### src/rtl/dec_half_sel_burst.sv
// dec_half_sel_burst: accepts an operand and emits a burst of its successive decrements, narrowed to one half.
module dec_half_sel_burst #(
    parameter int W = 3,
    parameter int LW = 4,
    localparam int ZW = W + 1,
    localparam int OW = (ZW + 1) / 2
) (
    input  logic          clk,
    input  logic          rst,
    input  logic          in_valid,
    output logic          in_ready,
    input  logic [W-1:0]  in_a,
    input  logic          in_sel,
    input  logic [LW-1:0] in_len,
    output logic          out_valid,
    input  logic          out_ready,
    output logic [OW-1:0] out_data,
    output logic          out_last,
    output logic          out_wrap,
    output logic          busy
);
    // Wide enough for both the decrement word and the beat index k+1.
    localparam int DW = (ZW > LW + 1) ? ZW : LW + 1;
    typedef enum logic {S_IDLE, S_RUN} state_t;
    state_t r_state, w_next;
    logic [LW-1:0] r_cnt, r_len;
    logic [W-1:0]  r_a;
    logic          r_sel;
    logic [DW-1:0] w_k1, w_ext, w_diff;
    logic [ZW-1:0] w_z;
    logic          w_last, w_hs, w_acc;
    assign w_k1   = DW'(r_cnt) + DW'(1);
    assign w_ext  = DW'(r_a);
    assign w_diff = w_ext - w_k1;
    assign w_z    = w_diff[ZW-1:0];
    assign w_last = r_cnt == r_len;
    assign w_hs   = out_valid && out_ready;
    assign w_acc  = in_valid && in_ready;
    always_ff @(posedge clk) begin
        if (rst) r_state <= S_IDLE;
        else     r_state <= w_next;
    end
    always_ff @(posedge clk) begin
        if (rst) begin
            r_cnt <= '0;
            r_a   <= '0;
            r_sel <= 1'b0;
            r_len <= '0;
        end else if (w_acc) begin
            r_cnt <= '0;
            r_a   <= in_a;
            r_sel <= in_sel;
            r_len <= in_len;
        end else if (w_hs && !w_last) begin
            r_cnt <= r_cnt + 1'b1;
        end
    end
    always_comb begin
        w_next = r_state;
        if (r_state == S_IDLE) w_next = w_acc ? S_RUN : S_IDLE;
        else if (w_hs && w_last) w_next = w_acc ? S_RUN : S_IDLE;
    end
    // Data outputs are forced to zero whenever no beat is presented.
    always_comb begin
        out_valid = r_state == S_RUN;
        busy      = r_state == S_RUN;
        in_ready  = (r_state == S_IDLE) || (out_valid && out_ready && out_last);
        out_data  = !out_valid ? '0 : r_sel ? w_z[OW-1:0] : w_z[ZW-1:ZW-OW];
        out_last  = out_valid && w_last;
        out_wrap  = out_valid && (w_ext < w_k1);
    end
endmodule
### config.mk
export PLATFORM = sky130hd
export DESIGN_NAME = dec_half_sel_burst
export DESIGN_NICKNAME = d
export VERILOG_FILES = /design/src/rtl/dec_half_sel_burst.sv
export SDC_FILE = /design/constraint.sdc
export NUM_CORES = 1
export LEC_CHECK = 0
export CORE_MARGIN = 1
export CORE_UTILIZATION = 30
export CTS_BUF_LIST = sky130_fd_sc_hd__clkbuf_4
export DETAILED_ROUTE_END_ITERATION = 8
export GPL_TIMING_DRIVEN = 0
export SLEW_MARGIN = 20
export SYNTH_ARGS = -nofsm -noshare
export SYNTH_HDL_FRONTEND = slang
export SYNTH_SLANG_ARGS = --single-unit
### constraint.sdc
create_clock -name clk -period 3.08 [get_ports clk]
set_clock_uncertainty 0.15 [all_clocks]
set_input_delay 0.616 -clock clk [delete_from_list [all_inputs] [get_ports clk]]
set_output_delay 0.616 -clock clk [all_outputs]
set_load 0.1 [all_outputs]
# --- Yosys cells after proc, flatten, opt, wreduce, memory -nomap -nowiden ---
# Cells that the tools add are included.
word_totals:
  in_bits: 12
  memories: 0
  mem_bits_ro: 0
  latchBits: 0
  out_inout_bits: 7
  ram_bits: 0
  elab_cells: 26
  reg_bits: 13
op_classes:
  mul: 0
  shifts: 0
  n_lt_le_gt_ge: 1
  add_sub_neg: 3
  n_reduce_logical: 10
  muxes: 5
  div: 0
  n_eq_ne: 1
  n_bitwise: 1
op_table:
  columns: ["operator", "count"]
  rows:
  - ["1-bit logical AND", 7]
  - ["4-bit by 1-bit adder with 5-bit output, second input constant", 1]
  - ["3-bit by 5-bit < comparator with 1-bit output", 1]
  - ["4-bit by 1-bit adder with 4-bit output, second input constant", 1]
  - ["4-bit == test", 1]
  - ["2-bit 2-to-1 mux", 2]
  - ["3-bit by 4-bit subtractor with 4-bit output", 1]
  - ["1-bit 2-to-1 mux", 3]
  - ["2-bit OR reduction", 1]
  - ["1-bit logical NOT", 1]
  - ["1-bit logical OR", 1]
  - ["1-bit NOT", 1]

# --- Logic depth before layout (Yosys ltp) ---
depth:
  ltp_word: 8
  mapped_depth: 7
  mapped_depth_nobuf: 7

# --- Worst setup path before layout ---
# Ideal clock, no wire load.
synth_timing:
  path_kind: "register -> output"
  start: "reg r_cnt[0]"
  end: "out out_data[1]"
  required_ps: 2314
  path_buffers: 0
  path_stages_with_launch: 8
  setup_slack_ps: -1428
  arrival_ps: 3742
  path_cell_list: "dfxtp_1 ha_1 inv_1 ha_1 nor2b_1 o21ai_0 a21oi_1 o32ai_1"
synth_between:
  elab_chain_len: 4
synth_lines:
  columns: ["element", "line", "source"]
  rows:
  - ["start: declaration", "26", "logic [LW-1:0] r_cnt, r_len;"]
  - ["start signal: assignment", "55", "r_cnt <= r_cnt + 1'b1;"]
  - ["4-bit by 1-bit adder with 5-bit output", "32", "assign w_k1 = DW'(r_cnt) + DW'(1);"]
  - ["net w_k1[1]", "29", "logic [DW-1:0] w_k1, w_ext, w_diff;"]
  - ["3-bit by 4-bit subtractor with 4-bit output", "34", "assign w_diff = w_ext - w_k1;"]
  - ["2-bit 2-to-1 mux (2 in a row)", "68", "out_data = !out_valid ? '0 : r_sel ? w_z[OW-1:0] : w_z[ZW-1:ZW-OW];"]
  - ["end: declaration", "17", "output logic [OW-1:0] out_data,"]
# The timed path passes the listed nets, and every way through them passes these cells.

# --- Final worst setup path ---
layout_timing:
  start: "reg r_cnt[2]"
  end: "out out_last"
layout_between:
  elab_chain_len: 2
layout_lines:
  columns: ["element", "line", "source"]
  rows:
  - ["4-bit == test", "36", "assign w_last = r_cnt == r_len;"]
  - ["1-bit logical AND", "69", "out_last = out_valid && w_last;"]
  - ["end: declaration", "18", "output logic out_last,"]
# Every way passes these cells.

==> metrics <==
Sequential Power Share 38.3%; Root Driver clkbuf_4; YS warnings 0; TritonCTS Buffers 3; Final Cycle Share 95.9%; min Tclk post-route 2950 ps; clk slew on worst S/H paths 80 ps; clock group share of total power 23.2%; Max Used Layer met4; outcome finished, final reports clean; Avg Vias per Cell 4.76; GP Congestion 0.714; H-tree levels 1; I/O pin cnt 19; fillers 263; Slew HR 35.7%; fin. max-slew vios 0; vias in the first global route 618; sequential area share after synthesis 32.2%; I/O Buffers 18; standard-cell rows 18; Layout Cells excl Fill 148; fin area 1070 µm²; largest net degree at the start of global routing 12; Seq. cell area 263 µm²; drt pass-1 iters 4; area grow syn2layout 32.9%; final setup fails 0; DRT antenna net count 0; Hold Crit Class reg2reg; Comb power frac 38.5%; routed wl met3 49 µm; Die Wd 53.9 µm; max frequency 0.339 GHz; worst-margin pin slew 961 ps; fin nets 136; crit path cell chain xnor2_1 -> and4_4 -> and2_2 -> dlygate4sd2_1; met1 wire length 781 µm; grt ovf 0; die span in y 53.9 µm; placed insts 144; CTS max path bufs 2; GRT Util Overall 12.7%; Power Density 461 nW/µm²; setup tns final 0 ps; EDFF count, synth 0; critical path fanouts, max 6; Yosys cell types 30; Crit. End Element output pin; initial antenna violation count 0; Cell Area, Placed 1040 µm²; CP startpoint kind flop; Core Box Area 2500 µm²; WL met2 708 µm; Critical-path top delay cell dlygate4sd2_1; Mapped Cells 96; clock sink count 13; Int Pwr 0.000304 W; share of layout cells above drive strength 1 16.1%; Initial DRC Count 15; syn_nets 113; Worst path top cell family by delay buffers and inverters; Max stage delay on crit path 840 ps; Multi-input gate area 533 µm²; Initial Util 32.3%; CP Class reg2out; asr flop ratio synth 0%; Req. time, crit path 2310 ps; CP Data Arrival Time 2190 ps; Most used DFF post-synth dfxtp_1; DRC viols 0; Syn Area/Cell 8.41 µm²; wire length of the first global-routing pass 2620 µm; vias 705; post-DP HPWL 1240 µm; unrepaired setup endpoints after global routing false; Leak 0.419 nW; die area 2900 µm²; n_diodes 0; buffers and inverters on the worst path 1; Sw Ratio 38.5%; Max Cap Violations 0; DR WL/cell 10.5 µm; synthesized area 807 µm²; CTS tree done; Hold Vio Cnt, Final 0; synthesized flop and latch total 13; Max IR drop VDD 0.243 mV; latest clock arrival within the worst-skew pair 270 ps; P_sw 0.000190 W; total wire length 1560 µm
worst reg2reg max path: stages (launching register included):
cell and delay [ps]:
dfxtp_1 460, xnor2_1 200, nand4_1 200, o21ai_2 520, mux2i_1 240
cells in the mapped netlist, types with 2 or more instances:
cell type / number / area (µm²)
o21ai_0: 3 / 15.0
nand2b_1: 2 / 12.5
a21oi_1: 4 / 20.0
nand2_1: 22 / 82.6
xnor2_1: 7 / 61.3
nand3_1: 2 / 10.0
ha_1: 4 / 50.1
mux2i_1: 11 / 110
inv_1: 7 / 26.3
dfxtp_1: 13 / 260
nor2_1: 2 / 7.51
registers in the layout (all words and copies together), names as in the netlist:
| name | flops |
|---|---|
| r_len | 4 |
| busy | 1 |
| r_cnt | 4 |
| r_sel | 1 |
| r_a | 3 |
metal layers:
metal  GRT usage (%)  vias to the layer above
li1                -                      374
met1            16.5                      317
met2            19.8                       12
met3            1.69                        2
met4            7.89                        0
met5               0                        -
path summary, 6_finish.rpt:
path | startpoint | endpoint | slack (ps) | cells after the start
max | r_cnt[2]$_SDFFE_PP0P_ | out_last | 130 | 4
min | r_a[0]$_SDFFE_PP0P_ | r_a[0]$_SDFFE_PP0P_ | 310 | 2
max reg2reg | r_cnt[2]$_SDFFE_PP0P_ | r_len[3]$_SDFFE_PP0P_ | 1240 | 4
min reg2reg | r_a[0]$_SDFFE_PP0P_ | r_a[0]$_SDFFE_PP0P_ | 310 | 2
cells by family after synthesis:
family	synth area share [%]
AOI/OAI and AO/OA	10.4
DFF	32.2
xor gates and xnor gates	8.68
adders and majority gates	8.68
muxes	13.6
buffers and inverters	5.12
and+or+nand+nor	21.2
placed cells by master (no fill, tap or decap), drive strengths merged, types with 2 or more instances in the layout:
cell type	instances
nand2	22
a21oi	4
clkbuf	6
ha	4
clkdlybuf4s50	13
dfxtp	13
nand2b	2
o21ai	4
mux2i	11
xnor2	7
and2	2
buf	4
nand3	2
inv	7
nor2	2
stage by stage:
stage | util [%] | hold slack, ps | power (W) | worst slack [ps]
global route | 42.9 | 343 | 0.000519 | 12.1
detailed placement | 41.4 | 305 | 0.000386 | -681
finish | 42.9 | 308 | 0.000494 | 128
CTS | 42.8 | 316 | 0.000496 | 47.7
floorplan | - | 285 | 0.000338 | -431
global placement | 41.4 | 302 | 0.000383 | -652
final cells by class:
class,instances,area share (%)
repair buffers,18,15.6
multi-input cells,73,49.7
plain buffers,2,1.05
flip-flops and latches,13,24.5
well taps,30,3.50
inverters,8,2.80
clock buffers,4,2.80
power groups by stage:
stage,clock [W],sequential [W],combinational (W)
2_1_floorplan,0,0.000198,0.000141
3_3_place_gp,0,0.000193,0.000190
3_5_place_dp,0,0.000193,0.000192
4_1_cts,0.000117,0.000189,0.000191
5_1_grt,0.000123,0.000191,0.000204
6_report,0.000114,0.000189,0.000190
timing repair:
item,in CTS,in global routing
endpoints found under the hold margin,0,0
cloned,0,0
endpoints found under the setup margin,5,3
gates resized for setup,22,5
buffers inserted,0,0
hold buffers,0,0
Power figures use the tool's default switching activity.
